[src/rtl/jk_bank_pkg.sv]
// jk_bank_pkg: shared op encodings and sequencer state type for the JK bank sequencer
package jk_bank_pkg;

   localparam logic [1:0] JK_HOLD   = 2'b00;
   localparam logic [1:0] JK_RESET  = 2'b01;
   localparam logic [1:0] JK_SET    = 2'b10;
   localparam logic [1:0] JK_TOGGLE = 2'b11;

   typedef enum logic [1:0] {IDLE, APPLY, DONE} jk_seq_state_t;

endpackage

[src/rtl/jk_cell.sv]
// jk_cell: single rising-edge JK flip-flop with async active-high reset to 0
module jk_cell (
   input  logic clk,
   input  logic rst,
   input  logic j,
   input  logic k,
   output logic q,
   output logic qbar
);

   // JK next state: 00 hold, 01 clear, 10 set, 11 toggle
   always_ff @(posedge clk or posedge rst)
      if (rst) q <= 1'b0;
      else     q <= j ? (k ? ~q : 1'b1) : (k ? 1'b0 : q);

   assign qbar = ~q;

endmodule

[src/rtl/jk_bank_seq.sv]
// jk_bank_seq: command-driven sequencer for a bank of N JK cells; JK_BANK_SEQ_RIPPLE_EN enables ripple-count toggling
module jk_bank_seq
   import jk_bank_pkg::*;
#(
   parameter int N  = 8,
   parameter int CW = 8
) (
   input  logic          clk,
   input  logic          rst,
   input  logic          cmd_valid,
   output logic          cmd_ready,
   input  logic [1:0]    cmd_op,
   input  logic [N-1:0]  cmd_mask,
   input  logic [CW-1:0] cmd_count,
   input  logic          cmd_mode,
   output logic [N-1:0]  q,
   output logic [N-1:0]  qbar,
   output logic          busy,
   output logic          done
);

   jk_seq_state_t state;
   logic          up;
   logic [1:0]    op_r;
   logic [N-1:0]  mask_r;
   logic [CW-1:0] rem;
   logic [N-1:0]  sel;
   logic [N-1:0]  j;
   logic [N-1:0]  k;

`ifdef JK_BANK_SEQ_RIPPLE_EN
   logic mode_r;
`else
   logic unused_mode;
   assign unused_mode = cmd_mode;
`endif

   // up goes high on the first edge after reset so cmd_ready stays low while rst is held
   always_ff @(posedge clk or posedge rst)
      if (rst) begin
         state  <= IDLE;
         up     <= 1'b0;
         done   <= 1'b0;
         rem    <= '0;
         op_r   <= JK_HOLD;
         mask_r <= '0;
`ifdef JK_BANK_SEQ_RIPPLE_EN
         mode_r <= 1'b0;
`endif
      end else begin
         up <= 1'b1;
         case (state)
            IDLE: if (cmd_valid && cmd_ready) begin
               state  <= APPLY;
               op_r   <= cmd_op;
               mask_r <= cmd_mask;
               rem    <= cmd_count;
`ifdef JK_BANK_SEQ_RIPPLE_EN
               mode_r <= cmd_mode;
`endif
            end
            APPLY: if (rem == '0) begin
               state <= DONE;
               done  <= 1'b1;
            end else rem <= rem - 1'b1;
            DONE: begin
               state <= IDLE;
               done  <= 1'b0;
            end
            default: state <= IDLE;
         endcase
      end

`ifdef JK_BANK_SEQ_RIPPLE_EN
   // ripple mode: a masked cell toggles only when every masked cell below it is 1
   always_comb begin
      logic c;
      sel = mask_r;
      c   = 1'b1;
      if (mode_r && op_r == JK_TOGGLE)
         for (int b = 0; b < N; b++) begin
            sel[b] = mask_r[b] & c;
            c      = c & (q[b] | ~mask_r[b]);
         end
   end
`else
   assign sel = mask_r;
`endif

   assign j = (state == APPLY) ? sel & {N{op_r[1]}} : '0;
   assign k = (state == APPLY) ? sel & {N{op_r[0]}} : '0;

   genvar g;
   generate
      for (g = 0; g < N; g++) begin : g_cell
         jk_cell u_cell (
            .clk  (clk),
            .rst  (rst),
            .j    (j[g]),
            .k    (k[g]),
            .q    (q[g]),
            .qbar (qbar[g])
         );
      end
   endgenerate

   assign busy      = (state != IDLE);
   assign cmd_ready = up && (state == IDLE);

endmodule
[config.mk]
export PLATFORM = sky130hd
export DESIGN_NAME = jk_bank_seq
export DESIGN_NICKNAME = d
export VERILOG_FILES = /design/src/rtl/jk_bank_pkg.sv /design/src/rtl/jk_cell.sv /design/src/rtl/jk_bank_seq.sv
export SDC_FILE = /design/constraint.sdc
export NUM_CORES = 1
export LEC_CHECK = 0
export CAP_MARGIN = 30
export CORE_UTILIZATION = 48
export DETAILED_ROUTE_END_ITERATION = 6
export GPL_ROUTABILITY_DRIVEN = 0
export HOLD_SLACK_MARGIN = 0.03
export MAX_ROUTING_LAYER = met4
export PLACE_DENSITY = 0.78
export SKIP_LAST_GASP = 1
export SLEW_MARGIN = 20
export SYNTH_ARGS = -nofsm -noshare
export SYNTH_HDL_FRONTEND = slang
export SYNTH_SLANG_ARGS = --single-unit
[constraint.sdc]
create_clock -name clk -period 1.95 [get_ports clk]
set_input_delay 0.2925 -clock clk [delete_from_list [all_inputs] [get_ports clk]]
set_output_delay 0.2925 -clock clk [all_outputs]
set_load 0.02 [all_outputs]
Word-level counts from Yosys, hierarchy flattened
Index checks and enable logic that the tools add are counted.
{ "totals": {"elab_cells": 83, "ff_bits": 30, "out_inout_bits": 19} }
{ "op_classes": {"n_addsub": 1, "n_bitwise": 10, "eq_ne": 5, "reduce_logical": 19, "n_mux": 34} }
{ "op_table": {"columns": ["op", "count"], "rows": [
  ["$mux 8", 4],
  ["$mux 1", 25],
  ["$reduce_bool 2->1", 11],
  ["$and 8x8->8", 2],
  ["$pmux 8 s2", 1],
  ["$logic_not 8->1", 1],
  ["$not 1->1", 8],
  ["$sub 8x1->8 const B", 1],
  ["$ne 2x2->1 const B", 3],
  ["$reduce_and 2->1", 3],
  ["$mux 2", 2],
  ["$pmux 2 s2", 1],
  ["$reduce_and 3->1", 1],
  ["$eq 2x1->1 const B", 1],
  ["$eq 2x2->1 const B", 1],
  ["$logic_and 1x1->1", 2],
  ["$logic_not 2->1", 1],
  ["$pmux 1 s2", 1]
]} }

Logic depth before layout (Yosys ltp)
{ "logic_depth": {"depth_word": 5, "depth_mapped": 7, "mapped_depth_nobuf": 6} }

Cells and area by module
A second synthesis with hierarchy kept.
{ "unflattened": {"cells_unflattened": 176, "hier_area_um2": 1526.5} }
{ "by_module_without_submodules": {"columns": ["module", "seq_area_each_um2", "area_each_um2", "cells_per_inst", "instances"], "rows": [
  ["jk_bank_seq", 550.5, 1196.1, 136, 1],
  ["jk_cell", 25.0, 41.3, 5, 8]
]} }

Least setup slack after synthesis
OpenSTA, ideal clock, no wires.
{ "synth_timing": {"kind": "register -> register", "start": "register rem[0]", "end": "register rem[6]", "n_path_buf": 1, "synth_period_minus_slack_ns": 1.607, "setup_slack_ns": 0.343, "t_arrival_ns": 1.528, "stages_incl_launch_ff": 8, "cell_sequence": "dfrtp_1 -> inv_1 -> ha_1 -> nor4b_2 -> a21oi_2 -> or2_1 -> buf_6 -> a2bb2oi_1"} }
{ "synth_between": {"elab_chain_cells": 3, "elab_cells_between_ends": 6, "cone_classes": "add/sub (1); eq/ne (1); mux (2); reduce/logical (2)"} }
{ "synth_lines": {"columns": ["item", "line", "text"], "rows": [
  ["start, declared", "jk_bank_seq.sv:26", "logic [CW-1:0] rem;"],
  ["start signal, assigned", "jk_bank_seq.sv:57", "rem <= cmd_count;"],
  ["start signal, assigned", "jk_bank_seq.sv:65", "end else rem <= rem - 1'b1;"],
  ["$sub 8x1->8 or $logic_not 8->1 (tied branches)", "jk_bank_seq.sv:65, jk_bank_seq.sv:62", null],
  ["$mux 8 or $ne 2x2->1 (tied branches)", null, null],
  ["$pmux 8 s2 or $reduce_and 3->1 (tied branches)", null, null]
]} }
Parallel ways exist; a longest one is shown, timed or not. The select of a mux whose other input is x is not followed.
A chain may end at the register's enable or synchronous reset.

Worst setup path after layout
Ends and elaborated chain as after synthesis.

==> summary.md <==
| Metric | Value |
|---|---|
| Core area | `0.003053 mm2` |
| Yosys cell types | `42` |
| Avg Inst Size Synth | `10.36 um2` |
| Antenna violations before repair | `0` |
| Main combinational cell family by area after synthesis | `compound AO/OA/AOI/OAI gates` |
| End of the worst register-to-register path | `rem[6]` |
| Share of cells above drive strength 1 | `16.38%` |
| Cell count after synthesis | `148` |
| Clock Path Buffers | `2` |
| Design area | `0.001923 mm2` |
| Critical path's largest stage delay | `450 ps` |
| Status | `finished, final reports clean` |
| Placed Instance Area | `0.001858 mm2` |
| Syn Nets | `172` |
| CTS Buf Count | `5` |
| Critical path class | `flip-flop to flip-flop` |
| CTS tree | `done` |
| Endpoints failing setup | `0` |
| Post-synth EDFFs | `0` |
| Max-slew violations | `0` |
| Ports | `41` |
| Final antenna-violating net count | `0` |
| GRT Overall Usage | `20.00%` |
| DIE AREA | `0.003423 mm2` |
| Die extent in x | `58.51 um` |
| HPWL after DPL | `2179 um` |
| Synth Flop Type | `dfrtp_1` |
| CTS HTree Levels | `2` |
| Min Tclk post-route | `1776 ps` |
| PD cells | `1610 mW/mm2` |
| Fmax | `0.5631 GHz` |
| CP Capture Type | `flip-flop` |
| Clk pin slew, worst setup/hold paths | `100 ps` |
| Port-buffer cells | `39` |
| Max IR drop VDD | `0.8218 mV` |
| Crit share post-route | `91.07%` |
| Worst-path maximum fanout | `5` |
| Worst Path Arrival | `2030 ps` |
| Vias per std cell | `5.367` |
| Rows | `20` |
| Ranking of synthesized cells by area | `dfrtp_1 49%, buf_4 7.8%, mux2_2 7.3%` |
| Final TNS setup | `0 ps` |
| Clk sinks | `30` |
| R2r startpoint | `rem[0]` |
| Worst Clk Skew | `9.857 ps` |
| Final core occ | `62.99%` |
| Initial Util | `50.20%` |
| Area fraction of the dominant cell type after synthesis | `48.98%` |
| First-pass GRT wire length | `4878 um` |
| Ys async rst share | `100.0%` |
| Largest net degree at the start of global routing | `31` |
| TritonRoute pass-1 iters | `4` |
| Cells resized by post-CTS repair | `1` |
| FF+latch count, synth | `30` |
| Layout area overhead | `25.47%` |
| Later-pin clock latency in the skew report | `330 ps` |
| Synth area leader | `dfrtp_1` |
| DRC violations left | `0` |
| Drt initial violations | `61` |
| Crit-path leading delay family | `compound AO/OA/AOI/OAI gates` |
| Hold Fails Final Rpt | `0` |
| WP buf/inv | `2` |
| Root buffer cell | `clkbuf_4` |
| HP Class | `input port to asynchronous set/reset pin` |
| Proportion of synthesized area in mux cells | `7.347%` |
| Sequential cell area fraction in the yosys report | `48.98%` |
| Grt total ovfl | `0` |
| Nets | `200` |
| Die H | `58.51 um` |
| RSZ-0062 raised after global routing | `false` |
| Leak Pwr | `0.8344 nW` |
| Post-Synth XOR/XNOR Area | `0%` |
| MaxCap Viol Count | `0` |
| Post-synthesis compound-gate area fraction | `17.14%` |
| Number of setup buffers added after CTS | `0` |
| Worst reg2reg path depth | `7` |
| WL final | `3008 um` |
| Commonest cells post-synth | `30 x dfrtp_1, 16 x a21oi_1, 16 x buf_4` |
| WHS | `321.1 ps` |
| Number of global-route vias before repair | `1,125` |
| Crit-path slowest cell | `dfrtp_1` |
| Crit path launch type | `flip-flop` |
| Synth Area in Simple Gates | `11.43%` |
| Synth warnings | `0` |
| Reg2reg setup slack | `170 ps` |
| Drt wl/cell | `13.61 um` |
| Post-synthesis adder-cell area fraction | `1.633%` |
| Synthesized area | `0.001533 mm2` |
| Total number of vias | `1,186` |
| Critical Path RT | `2200 ps` |
| Hold_buf cts | `0` |
| Top-count cell post-synth | `dfrtp_1` |
| Worst-path cell chain | `inv_1 > ha_1 > nor4b_2 > buf_4 > o21bai_1 > a21boi_0 > a2bb2oi_1` |
| Antenna Cells | `0` |
## worst reg2reg max path: stages (launching register included)
cell       delay (ps)
dfrtp_1           450
inv_1             110
ha_1              230
nor4b_2           180
buf_4             140
o21bai_1          180
a21boi_0          240
a2bb2oi_1         180
## metal layers
metal | GRT usage [%] | part of all wire (%) | wire length [um]
met1 | 21.53 | 42 | 1252
met2 | 33.99 | 51 | 1541
met3 | 6.593 | 6.3 | 190
met4 | 8.163 | 0.80 | 24
met5 | - | 0 | 0
## logic make-up (layout without fill, tap and decap cells)
kind of cell | Yosys count | count (layout)
muxes | 10 | 10
adders and majority gates | 2 | 2
AOI/OAI and AO/OA | 42 | 42
DFF | 30 | 30
and+or+nand+nor | 28 | 28
buffers and inverters | 35 | 64
other | 1 | 1
## flip-flops by register name, summed over array words and instances (netlist names)
| signal | cells |
|---|---|
| g_cell.u_cell.q | 8 |
| mask_r | 8 |
| state | 2 |
| up | 1 |
| op_r | 2 |
| done | 1 |
| rem | 8 |
## power by group
group	switching (mW)	internal (mW)
logic	0.764	0.743
clock network	0.214	0.173
registers	0.291	0.912
total	1.27	1.83
## area by class of cell
class | instances | area (um2)
Fill cell | 256 | 1130
Sequential cell | 30 | 750.7
Multi-Input combinational cell | 83 | 579.3
Timing Repair Buffer | 44 | 429.2
Tap cell | 44 | 55.05
Clock buffer | 6 | 51.30
Inverter | 12 | 45.04
Clock inverter | 2 | 12.51
## per-stage QoR
stage               worst slack [ps]  total power [mW]  instances
finish                         174.1             3.097        221
global route                   52.95             3.338        221
detailed placement             232.2             2.733        213
CTS                            37.90             3.123        221
floorplan                      343.0             2.386        148
global placement               274.1             2.658        213
## how the worst max path moves through the flow
stage / depth (start not counted) / slack [ps] / end / startpoint
global placement: 3 / 270 / cmd_ready / state[1]
detailed placement: 4 / 230 / mask_r[0] / cmd_valid
floorplan: 7 / 340 / rem[6] / rem[0]
CTS: 2 / 40 / busy / state[1]
finish: 7 / 170 / rem[6] / rem[0]
global route: 7 / 50 / rem[6] / rem[0]
## layout by cell type, fill, tap and decap left out, types with 2 or more instances in the layout
master / n
clkdlybuf4s50_1: 37
dfrtp_1: 30
a21oi_1: 16
inv_1: 12
mux2_2: 10
nand2_1: 9
a31oi_1: 9
clkbuf_4: 5
buf_4: 5
o21ai_0: 3
nand2b_1: 2
o21bai_1: 2
nor2_1: 2
o221ai_1: 2
ha_1: 2
Power figures use the tool's default switching activity.
